--- src/rtl/tick_timer.sv ---
// Start/stop tick timer with periodic and one-shot modes and a registered done pulse.
// Define TICK_TIMER_PRESCALE_EN to add the prescaler stage and the prescale port.
module tick_timer #(
  parameter int BITS    = 16,
  parameter int PS_BITS = 8
) (
  input  logic               clk,
  input  logic               reset,
  input  logic               enable,
  input  logic               start,
  input  logic               stop,
  input  logic               mode,
  input  logic [BITS-1:0]    final_value,
`ifdef TICK_TIMER_PRESCALE_EN
  input  logic [PS_BITS-1:0] prescale,
`endif
  output logic [BITS-1:0]    count,
  output logic               done,
  output logic               busy
);

  typedef enum logic {S_IDLE, S_RUN} state_e;

  if (BITS < 1 || PS_BITS < 1) begin : g_bad_params
    $error("tick_timer: BITS and PS_BITS must be at least 1");
  end

  state_e          state_q, state_d;
  logic [BITS-1:0] count_q, count_d;
  logic [BITS-1:0] shadow_f_q, shadow_f_d;
  logic            shadow_mode_q, shadow_mode_d;
  logic            done_q, done_d;
  logic            busy_q, busy_d;
  logic            step;

`ifdef TICK_TIMER_PRESCALE_EN
  logic [PS_BITS-1:0] ps_q, ps_d;
  logic [PS_BITS-1:0] shadow_p_q, shadow_p_d;

  assign step = (state_q == S_RUN) && enable && (ps_q == shadow_p_q);
`else
  assign step = (state_q == S_RUN) && enable;
`endif

  // NOTE: every always_comb output gets a default first, so no path leaves it unassigned
  // and no latch is inferred.
  always_comb begin
    state_d       = state_q;
    count_d       = count_q;
    shadow_f_d    = shadow_f_q;
    shadow_mode_d = shadow_mode_q;
    done_d        = 1'b0;
`ifdef TICK_TIMER_PRESCALE_EN
    ps_d          = ps_q;
    shadow_p_d    = shadow_p_q;
`endif

    if (stop) begin
      state_d = S_IDLE;
    end else if (start) begin
      // A start always wins, including over a coincident terminal step.
      state_d       = S_RUN;
      count_d       = '0;
      shadow_f_d    = final_value;
      shadow_mode_d = mode;
`ifdef TICK_TIMER_PRESCALE_EN
      ps_d          = '0;
      shadow_p_d    = prescale;
`endif
    end else if (step) begin
`ifdef TICK_TIMER_PRESCALE_EN
      ps_d = '0;
`endif
      if (count_q == shadow_f_q) begin
        count_d = '0;
        done_d  = 1'b1;
        if (shadow_mode_q) begin
          state_d = S_IDLE;
        end else begin
          shadow_f_d = final_value;
`ifdef TICK_TIMER_PRESCALE_EN
          shadow_p_d = prescale;
`endif
        end
      end else begin
        count_d = count_q + 1'b1;
      end
    end
`ifdef TICK_TIMER_PRESCALE_EN
    else if ((state_q == S_RUN) && enable) begin
      ps_d = ps_q + 1'b1;
    end
`endif

    busy_d = (state_d == S_RUN);
  end

  // NOTE: sequential state uses non-blocking assignments so all registers update
  // together from values sampled at the same edge.
  always_ff @(posedge clk) begin
    if (reset) begin
      state_q       <= S_IDLE;
      count_q       <= '0;
      shadow_f_q    <= '0;
      shadow_mode_q <= 1'b0;
      done_q        <= 1'b0;
      busy_q        <= 1'b0;
    end else begin
      state_q       <= state_d;
      count_q       <= count_d;
      shadow_f_q    <= shadow_f_d;
      shadow_mode_q <= shadow_mode_d;
      done_q        <= done_d;
      busy_q        <= busy_d;
    end
  end

`ifdef TICK_TIMER_PRESCALE_EN
  always_ff @(posedge clk) begin
    if (reset) begin
      ps_q       <= '0;
      shadow_p_q <= '0;
    end else begin
      ps_q       <= ps_d;
      shadow_p_q <= shadow_p_d;
    end
  end
`endif

  assign count = count_q;
  assign done  = done_q;
  assign busy  = busy_q;

endmodule

--- config.mk ---
export PLATFORM = sky130hd
export DESIGN_NAME = tick_timer
export DESIGN_NICKNAME = d
export VERILOG_FILES = /design/src/rtl/tick_timer.sv
export SDC_FILE = /design/constraint.sdc
export NUM_CORES = 1
export LEC_CHECK = 0
export BUFFER_PORTS_ARGS = -buffer_cell sky130_fd_sc_hd__buf_2
export CAP_MARGIN = 20
export CORE_ASPECT_RATIO = 1.5
export CORE_MARGIN = 5
export CORE_UTILIZATION = 55
export DETAILED_ROUTE_END_ITERATION = 16
export GPL_TIMING_DRIVEN = 0
export PLACE_DENSITY = 0.79
export SYNTH_ARGS = -nofsm -noshare
export SYNTH_HDL_FRONTEND = slang
export SYNTH_SLANG_ARGS = --single-unit
export TNS_END_PERCENT = 10
--- constraint.sdc ---
create_clock -name clk -period 4.1 [get_ports clk]
set_input_delay 0.41 -clock clk [delete_from_list [all_inputs] [get_ports clk]]
set_output_delay 0.41 -clock clk [all_outputs]
set_load 0.03 [all_outputs]
-- After elaboration in Yosys (flattened, before gate mapping)
Cells that the tools add are included.
- add/sub/neg operators: 1
- equality and inequality tests: 2
- muxes and demuxes: 12
- bitwise logic cells: 2
- reduce and logical (&&, ||, !) cells: 10
- operators by type and width (cell ; number):
    $mux W16 ; 7
    $add A16 B1 Y16 const B ; 1
    $eq A16 B16 Y1 ; 1
    $reduce_bool A2 Y1 ; 3
    $mux W1 ; 5
    $reduce_and A2 Y1 ; 2
    $reduce_and A4 Y1 ; 1
    $reduce_or A4 Y1 ; 1
    $reduce_and A3 Y1 ; 1
    $ne A2 B2 Y1 const B ; 1
    $not A1 Y1 ; 2
    $reduce_or A2 Y1 ; 1
    $logic_and A1 B1 Y1 ; 1
- bits in registers: 35
- input bits: 22
- word-level logic and storage cells: 32

-- Longest topological paths before layout
Gate-level depths: netlist (run 1).
- depth after elaboration: 4
- gate-level depth with buffers: 7
- depth with buffers taken out: 5

-- Worst setup path after synthesis (run 1)
OpenSTA, ideal clock, no wires.
- path kind: reg2reg
- from: register count_q[0], in the netlist count[0]
- to: register shadow_f_q[10]
- setup time: 0.117 ns
- arrival: 1.770 ns
- required time: 3.983 ns
- slack: 2.213 ns
- cell stages (with the launch flop): 8
- period minus slack after synthesis: 1.887 ns
- path through: dfxtp_1 -> xnor2_1 -> nand4_1 -> nor4_2 -> buf_6 -> buf_12 -> mux2i_1 -> nand2_1
- longest elaborated chain between the ends: 3
- ends and longest elaborated chain (element ; RTL line ; source):
    start, declared ; 29 ; logic [BITS-1:0] count_q, count_d;
    start signal, assigned ; 110 ; count_q <= count_d;
    $eq A16 B16 Y1 ; 74 ; if (count_q == shadow_f_q) begin
    $reduce_bool A2 Y1 (no line) ; n/a ;
    $reduce_and A4 Y1 (no line) ; n/a ;
    end signal, assigned ; 111 ; shadow_f_q <= shadow_f_d;
    end, declared ; 30 ; logic [BITS-1:0] shadow_f_q, shadow_f_d;
No other way between the ends.
A chain may end at the register's enable or synchronous reset.

-- Final worst setup path (run 1)
- from: register count_q[0], in the netlist count[0]
- to: register shadow_f_q[12]
Same word-level chain as after synthesis.

==> results of run 1 <==
[cell families after synthesis]
group | synth area share [%]
AOI/OAI and AO/OA | 8.70
xor gates and xnor gates | 12.8
adders and majority gates | 0.592
buffers and inverters | 7.10
DFF | 33.1
muxes | 8.05
and+or+nand+nor | 29.6
[registers in the layout, summed over array words and instances, names as in the netlist]
| name | cells |
|---|---|
| busy | 1 |
| count | 16 |
| done | 1 |
| shadow_f_q | 16 |
| shadow_mode_q | 1 |
[metal layers]
metal	share of wire, %	global-route usage (%)
met1	41	25.1
met2	52	36.2
met3	5.0	4.07
met4	1.6	7.30
met5	0	0
[worst min-delay path: stages]
cell	delay [ns]
buf_2	0.07
mux2i_1	0.05
nor2_1	0.07
[power by group]
part | switching (µW) | total, µW | internal [µW]
clock | 131 | 284 | 153
combinational | 86.7 | 171 | 84.8
sequential | 19.0 | 383 | 364
total | 236 | 838 | 602
[area by class of cell]
| class | count | area (µm²) |
|---|---|---|
| Buffer | 15 | 143 |
| Inverter | 2 | 7.51 |
| Sequential cell | 35 | 701 |
| Tap cell | 43 | 53.8 |
| Multi-Input combinational cell | 171 | 1260 |
| Clock inverter | 1 | 7.51 |
| Fill cell | 330 | 1220 |
| Clock buffer | 7 | 96.3 |
| Timing Repair Buffer | 38 | 190 |
[stage by stage]
| step | utilization, % | instances | setup slack [ns] | hold slack (ns) | total power (µW) |
|---|---|---|---|---|---|
| 2_1_floorplan | - | 223 | 2.21 | 0.460 | 516 |
| 3_3_place_gp | 64.1 | 304 | 2.19 | 0.480 | 558 |
| 3_5_place_dp | 64.1 | 304 | 2.17 | 0.487 | 562 |
| 4_1_cts | 66.9 | 312 | 2.15 | 0.353 | 841 |
| 5_1_grt | 66.9 | 312 | 1.99 | 0.366 | 871 |
| 6_report | 66.9 | 312 | 2.14 | 0.349 | 838 |
[worst min-delay path by stage]
stage                        from  slack [ns]  depth (start not counted)             to
floorplan           shadow_mode_q        0.46                          1           busy
global placement             busy        0.48                          2           done
detailed placement           busy        0.49                          2           done
CTS                          mode        0.35                          3  shadow_mode_q
global route                 mode        0.37                          3  shadow_mode_q
finish                       mode        0.35                          3  shadow_mode_q
[cell usage in the layout (no fill, tap or decap), types with 2 or more instances in the layout]
master / netlist / final
and4_1: 2 / 2
nand3_1: 5 / 5
buf_4: 3 / 3
buf_6: 5 / 5
nand4_1: 8 / 8
and2_1: 15 / 15
clkbuf_8: 0 / 7
xor2_1: 2 / 2
xnor2_1: 27 / 27
dlygate4sd1_1: 2 / 2
dfxtp_1: 35 / 35
nor3b_1: 32 / 32
a21oi_1: 2 / 2
buf_2: 2 / 40
mux2i_1: 17 / 17
a32oi_1: 16 / 16
nand2_1: 25 / 25
nor2_1: 4 / 4
==> impl_metrics.env, run 1 <==
export IMPL_status="finished clean"
export IMPL_crit_type="register to register"
export IMPL_p_leak_uw=0.000983
export IMPL_synth_most_common_cell="dfxtp_1"
export IMPL_grt_setup_unrepaired="false"
export IMPL_crit_required_ns=4.29
export IMPL_cts_root_buffer="clkbuf_8"
export IMPL_io_buffers=38
export IMPL_n_antenna_cell=0
export IMPL_fp_dieArea_mm2=0.00521
export IMPL_chipWidth_um=60.6
export IMPL_setup_worst_path_start_class="register"
export IMPL_fmax_ghz=0.510
export IMPL_syn_to_final_growth_pct=16.4
export IMPL_htree_levels=2
export IMPL_synth_async_reset_ratio_pct=0
export IMPL_viasPerCell=5.86
export IMPL_yosysWarnings=0
export IMPL_tns_ns=0
export IMPL_die_h_um=85.9
export IMPL_synth_common_cells="dfxtp_1, nor3b_1, xnor2_1, nand2_1, mux2i_1"
export IMPL_cp_slowest_cell="nor4_2"
export IMPL_post_route_min_period_ns=1.96
export IMPL_hpwlAfterDp_mm=3.64
export IMPL_antenna_found_initial=0
export IMPL_nets=291
export IMPL_r2r_slack_ns=2.14
export IMPL_synth_edf_count=0
export IMPL_worstPathArrival_ns=2.15
export IMPL_worst_pin_slew_ns=0.468
export IMPL_cp_cell_sequence="xnor2_1 > nand4_1 > nor4_2 > buf_6 > buf_12 > mux2i_1 > nand2_1"
export IMPL_cap_violations=0
export IMPL_crit_path_end_kind="register"
export IMPL_yosysSeqAreaShare_pct=33.1
export IMPL_core_mm2=0.00368
export IMPL_post_cts_buffers=0
export IMPL_synth_seq_cells=35
export IMPL_netlist_top_cells_area="dfxtp_1, nor3b_1, xnor2_1"
export IMPL_drc=0
export IMPL_finalWirelength_mm=4.88
export IMPL_cp_top_family="simple AND/OR/NAND/NOR gates"
export IMPL_cts_tree="done"
export IMPL_synth_fp_nets=246
export IMPL_initial_core_util_pct=57.4
export IMPL_drt_iter0_drc=50
export IMPL_ys_types=38
export IMPL_syn_area_mm2=0.00211
export IMPL_dpl_cell_area_mm2=0.00236
export IMPL_regToRegEndpoint="shadow_f_q[12]"
export IMPL_slew_violations=0
export IMPL_crit_path_start="count[0]"
export IMPL_cp_num_cells=7
export IMPL_ir_drop_uv=283
export IMPL_wl_per_cell_um=15.7
export IMPL_worstHoldPathType="input pin to register"
export IMPL_track_usage_pct=21.0
export IMPL_cts_resized=0
export IMPL_grt_pass1_wl_mm=8.40
export IMPL_postRouteAntennaNets=0
export IMPL_fin_crit_sh_pct=47.8
export IMPL_first_global_vias=1800
export IMPL_finClkSkew_ns=0.00560
export IMPL_slew_headroom_pct=68.7
export IMPL_yosysTopAreaCellShare_pct=33.1
export IMPL_ios=40
export IMPL_synth_top_area_cell="dfxtp_1"
export IMPL_r2r_start="count[0]"
export IMPL_cp_buffers_inverters=2
export IMPL_hold_violations=0
export IMPL_reg2reg_depth=7
export IMPL_crit_path_max_fanout=10
export IMPL_drtPass1Iterations=4
export IMPL_gr_total_overflow=0
export IMPL_cts_hold_buffers=0
export IMPL_ys_flop_type="dfxtp_1"
export IMPL_numCtsBuffers=5
export IMPL_cts_sinks=35
export IMPL_clkLatencyLatePin_ns=0.30
export IMPL_setup_viol_count_final=0
export IMPL_slowest_delay_ns=0.46
export IMPL_drive_gt1_share_pct=24.2
export IMPL_design_area_mm2=0.00246
export IMPL_clkTransAtPathRegs_ns=0.07
export IMPL_grt_max_degree=12
export IMPL_power_density_mw_per_mm2=340
export IMPL_avgSynthCellArea_um2=9.48
export IMPL_synthCells=223
export IMPL_crit_path_end="shadow_f_q[12]"
export IMPL_clk_path_buf_depth=2
export IMPL_dr_total_vias=1828
export IMPL_rows=27
export IMPL_gp_routability_congestion=0.793
No activity file was read; power rests on OpenSTA's default activity.
==> inputs of run 2 (changes only) <==
clock period = 1.9 ns   (was 4.1 ns; I/O delays follow)
==> run 2 against run 1 <==
  * Clock skew increased by 0.0036 ns
  * Total power increased by 120%
  * Setup slack got worse by 2.0 ns
  * Count of clock-buffer cells in the layout unchanged
  * Register-to-register slack got worse by 2.0 ns
  * Critical path type unchanged
  * Design area increased by 3.0%
  * Die area unchanged
  * Sequential cell count unchanged
  * Routed wire length increased by 1.9%
  * Global-route usage about the same
  * Non-clock buffer count increased by 5
==> impl_metrics.env, run 2 (synthesized netlist as in run 1, its figures left out) <==
export IMPL_worstHoldPathType="input pin to register"
export IMPL_htree_levels=2
export IMPL_hp_start="mode"
export IMPL_drive_gt1_share_pct=29.9
export IMPL_cap_violations=0
export IMPL_reg2reg_depth=7
export IMPL_fp_dieArea_mm2=0.00521
export IMPL_gp_routability_congestion=0.793
export IMPL_first_global_vias=1806
export IMPL_hold_depth=3
export IMPL_power_uw=1860
export IMPL_post_route_min_period_ns=1.77
export IMPL_die_h_um=85.9
export IMPL_finClkSkew_ns=0.00925
export IMPL_io_buffers=38
export IMPL_grt_max_degree=12
export IMPL_setup_worst_path_start_class="register"
export IMPL_grt_pass1_wl_mm=8.42
export IMPL_slew_headroom_pct=68.7
export IMPL_drt_iter0_drc=50
export IMPL_slew_violations=0
export IMPL_clk_path_buf_depth=2
export IMPL_hold_violations=0
export IMPL_clkTransAtPathRegs_ns=0.08
export IMPL_gr_total_overflow=0
export IMPL_rows=27
export IMPL_initial_core_util_pct=57.4
export IMPL_mostFrequentLayoutCells="buf_2, nor3b_1, xnor2_1"
export IMPL_core_mm2=0.00368
export IMPL_worst_pin_slew_ns=0.468
export IMPL_drc=0
export IMPL_tns_ns=0
export IMPL_cp_buffers_inverters=2
export IMPL_grt_setup_unrepaired="false"
export IMPL_drtPass1Iterations=4
export IMPL_n_antenna_cell=0
export IMPL_antenna_found_initial=0
export IMPL_slowest_delay_ns=0.45
export IMPL_viasPerCell=5.78
export IMPL_clkLatencyLatePin_ns=0.30
export IMPL_crit_type="register to register"
export IMPL_fin_crit_sh_pct=93.0
export IMPL_cts_sinks=35
export IMPL_ios=40
export IMPL_setup_viol_count_final=0
export IMPL_nets=296
export IMPL_r2r_slack_ns=0.13
export IMPL_ir_drop_uv=624
export IMPL_crit_path_end_kind="register"
export IMPL_crit_required_ns=2.10
export IMPL_min_to="shadow_mode_q"
export IMPL_fmax_ghz=0.566
export IMPL_track_usage_pct=21.0
export IMPL_power_density_mw_per_mm2=735
export IMPL_regToRegEndpoint="shadow_f_q[13]"
export IMPL_postRouteAntennaNets=0
export IMPL_finalWirelength_mm=4.98
export IMPL_cts_root_buffer="clkbuf_8"
export IMPL_cp_top_family="simple AND/OR/NAND/NOR gates"
export IMPL_final_common_cell="buf_2"
export IMPL_cp_slowest_cell="dfxtp_1"
export IMPL_numCtsBuffers=5
export IMPL_p_leak_uw=0.00102
export IMPL_syn_to_final_growth_pct=20.0
export IMPL_worstPathArrival_ns=1.97
export IMPL_chipWidth_um=60.6
export IMPL_wl_per_cell_um=15.7
export IMPL_cp_cell_sequence="xnor2_2 > nand4_1 > nor4_4 > buf_6 > buf_12 > mux2i_2 > nand2_1"
export IMPL_cts_tree="done"
export IMPL_r2r_start="count[2]"
export IMPL_status="finished clean"
export IMPL_dr_total_vias=1833
export IMPL_hpwlAfterDp_mm=3.64
export IMPL_crit_path_max_fanout=10
[run 2: timing repair]
item                                    4_1_cts  5_1_grt
hold endpoints to repair                      0        0
setup buffers                                 1        5
resized for setup                             1       12
hold buffers                                  0        0
pin swaps                                     1        2
endpoints found under the setup margin        8       18
[run 2: tightest hold or removal path, delay by kind of cell]
kind                   cells  cell delay, ns
buffers and inverters      1            0.07
and+or+nand+nor            1            0.07
muxes                      1            0.05
[run 2: per-stage QoR]
step | std cells | util, % | hold WS (ns) | cell area, µm² | worst slack [ns]
after CTS | 313 | 67.3 | 0.133 | 2480 | 0.0158
after floorplan | 223 | - | 0.261 | 2110 | 0.0127
final | 317 | 68.9 | 0.125 | 2540 | 0.133
after global placement | 304 | 64.1 | 0.428 | 2360 | -0.0144
after detailed placement | 304 | 64.1 | 0.434 | 2360 | -0.0279
after global routing | 317 | 68.9 | 0.146 | 2540 | 0.0161
[run 2: worst max-delay path by stage]
| stage | from | endpoint | slack, ns | cells past startpoint |
|---|---|---|---|---|
| after floorplan | count[0] | shadow_f_q[10] | 0.01 | 7 |
| after global placement | count[0] | shadow_f_q[8] | -0.01 | 7 |
| after detailed placement | count[0] | shadow_f_q[8] | -0.03 | 7 |
| after CTS | count[4] | count[10] | 0.02 | 7 |
| after global routing | count[0] | shadow_f_q[14] | 0.02 | 7 |
| final | count[2] | shadow_f_q[13] | 0.13 | 7 |
[run 2: metal layers]
metal  part of all wire [%]  up-vias  GRT usage, %
met4                    1.7        0          7.30
met1                     41      884          25.2
li1                       -      908             -
met3                    4.1        5          4.07
met5                      0        -             0
met2                     53       36          36.2
[run 2: final cells by class]
class                   instances  area, µm²
fillers                       318       1140
plain buffers                  14        139
multi-input cells             171       1280
well taps                      43       53.8
inverters                       2       7.51
repair buffers                 44        235
flip-flops and latches         35        713
clock buffers                   7       96.3
clock inverters                 1       7.51
[run 2: report_power, final]
part / total (µW) / internal, µW / switching (µW)
Sequential: 827 / 786 / 41.2
Combinational: 419 / 212 / 207
Clock: 618 / 330 / 288
Total: 1860 / 1330 / 536
==> inputs of run 3 (changes only) <==
REMOVE_ABC_BUFFERS = 1   (was not set)
==> run 3 against run 2 <==
  * Core utilization down 3.6 points
  * Via count down 5.7%
  * Routed wire length down 15%
  * First-iteration DRC count up 42%
  * Sequential power about the same
  * Clock skew down 0.0016 ns
  * Combinational power down 13%
  * Register-to-register slack about the same
  * Final cell count down 4.4%
  * Largest power group unchanged
  * Highest routed layer unchanged
==> impl_metrics.env, run 3 (synthesized netlist as in run 1, its figures left out) <==
export IMPL_power_density_mw_per_mm2=708
export IMPL_io_buffers=39
export IMPL_crit_path_start="count[7]"
export IMPL_clkLatencyLatePin_ns=0.28
export IMPL_hpwlAfterDp_mm=3.06
export IMPL_cp_buffers_inverters=2
export IMPL_design_area_mm2=0.00240
export IMPL_r2r_start="count[7]"
export IMPL_slowest_delay_ns=0.48
export IMPL_cts_sinks=35
export IMPL_rows=27
export IMPL_dr_total_vias=1728
export IMPL_grt_max_degree=38
export IMPL_clk_path_buf_depth=2
export IMPL_dpl_cell_count=292
export IMPL_worstPathArrival_ns=1.94
export IMPL_cap_violations=0
export IMPL_finClkSkew_ns=0.00767
export IMPL_fin_crit_sh_pct=92.6
export IMPL_fp_dieArea_mm2=0.00521
export IMPL_gr_total_overflow=0
export IMPL_gp_routability_congestion=0.765
export IMPL_post_route_min_period_ns=1.76
export IMPL_syn_to_final_growth_pct=13.7
export IMPL_track_usage_pct=17.7
export IMPL_slew_violations=0
export IMPL_nets=282
export IMPL_cp_num_cells=7
export IMPL_viasPerCell=5.70
export IMPL_layout_cells_non_filler=303
export IMPL_setup_viol_count_final=0
export IMPL_postRouteAntennaNets=0
export IMPL_final_common_cell="buf_2"
export IMPL_wl_per_cell_um=14.0
export IMPL_worst_pin_slew_ns=0.708
export IMPL_status="finished clean"
export IMPL_crit_path_end_kind="register"
export IMPL_r2r_slack_ns=0.14
export IMPL_p_leak_uw=0.000928
export IMPL_drtPass1Iterations=4
export IMPL_cts_root_buffer="clkbuf_8"
export IMPL_fmax_ghz=0.568
export IMPL_hold_violations=0
export IMPL_whs_ns=0.139
export IMPL_cts_tree="done"
export IMPL_first_global_vias=1602
export IMPL_crit_required_ns=2.08
export IMPL_numCtsBuffers=5
export IMPL_n_antenna_cell=0
export IMPL_n_fill_cell=331
export IMPL_setup_worst_path_start_class="register"
export IMPL_crit_type="register to register"
export IMPL_regToRegEndpoint="shadow_f_q[13]"
export IMPL_chipWidth_um=60.6
export IMPL_drt_iter0_drc=71
export IMPL_ir_drop_uv=633
export IMPL_htree_levels=2
export IMPL_cp_slowest_cell="dfxtp_1"
export IMPL_mostFrequentLayoutCells="buf_2, nor3b_1, dfxtp_1"
export IMPL_finish_utilization_pct=65.3
export IMPL_worstHoldPathType="input pin to register"
export IMPL_core_mm2=0.00368
export IMPL_worst_slack_ns=0.141
export IMPL_dp_slack_ns=-0.317
export IMPL_grt_pass1_wl_mm=7.18
export IMPL_finalWirelength_mm=4.24
export IMPL_grt_setup_unrepaired="true"
export IMPL_antenna_found_initial=0
export IMPL_crit_path_max_fanout=10
export IMPL_initial_core_util_pct=57.4
export IMPL_slew_headroom_pct=52.8
export IMPL_dpl_cell_area_mm2=0.00227
export IMPL_clkTransAtPathRegs_ns=0.07
export IMPL_cts_hold_buffers=0
export IMPL_cp_top_family="flip-flops"
export IMPL_reg2reg_depth=7
export IMPL_drive_gt1_share_pct=25.8
export IMPL_drc=0
export IMPL_cp_cell_sequence="xnor2_1 > nand4_1 > nor4_4 > buf_4 > buf_8 > mux2i_1 > nand2_1"
export IMPL_ios=40
export IMPL_crit_path_end="shadow_f_q[13]"
export IMPL_die_h_um=85.9
run 3: power by group:
part | internal (µW) | switching, µW
clock network | 257 | 254
logic | 178 | 187
registers | 787 | 38.9
total | 1220 | 479
run 3: final cells by class:
cell class / instances / area, µm² / area share, %
Clock inverter: 1 / 5.00 / 0.208
Sequential cell: 35 / 708 / 29.5
Inverter: 2 / 11.3 / 0.469
Timing Repair Buffer: 44 / 260 / 10.8
Tap cell: 43 / 53.8 / 2.24
Clock buffer: 7 / 76.3 / 3.18
Multi-Input combinational cell: 171 / 1290 / 53.6
run 3: worst min path at each step:
stage	start	endpoint	slack [ns]	cells past startpoint
2_1_floorplan	reset	count[0]	0.26	1
3_3_place_gp	mode	shadow_mode_q	0.43	3
3_5_place_dp	mode	shadow_mode_q	0.44	3
4_1_cts	mode	shadow_mode_q	0.14	3
5_1_grt	final_value[12]	shadow_f_q[12]	0.16	3
6_report	mode	shadow_mode_q	0.14	3
run 3: timing repair:
action / CTS / global route
resized for setup: 2 / 8
setup buffers: 3 / 0
endpoints found under the setup margin: 34 / 24
pin swaps: 1 / 0
run 3: tightest hold or removal path: stages:
cell and delay [ns]:
buf_2 0.07, mux2i_1 0.06, nor2_1 0.07
run 3: stage by stage:
stage	power, µW	setup TNS (ns)
2_1_floorplan	1070	-35.63
3_3_place_gp	1150	-52.83
3_5_place_dp	1190	-8.19
4_1_cts	1710	0
5_1_grt	1770	-0.00736
6_report	1700	0
run 3: routing by layer:
metal,wire (µm),part of all wire (%),up-vias,global-route usage [%]
met4,93,2.2,0,7.30
li1,-,-,879,-
met5,0,0,-,0
met3,181,4.3,8,3.61
met1,1840,44,803,21.9
met2,2120,50,38,28.9
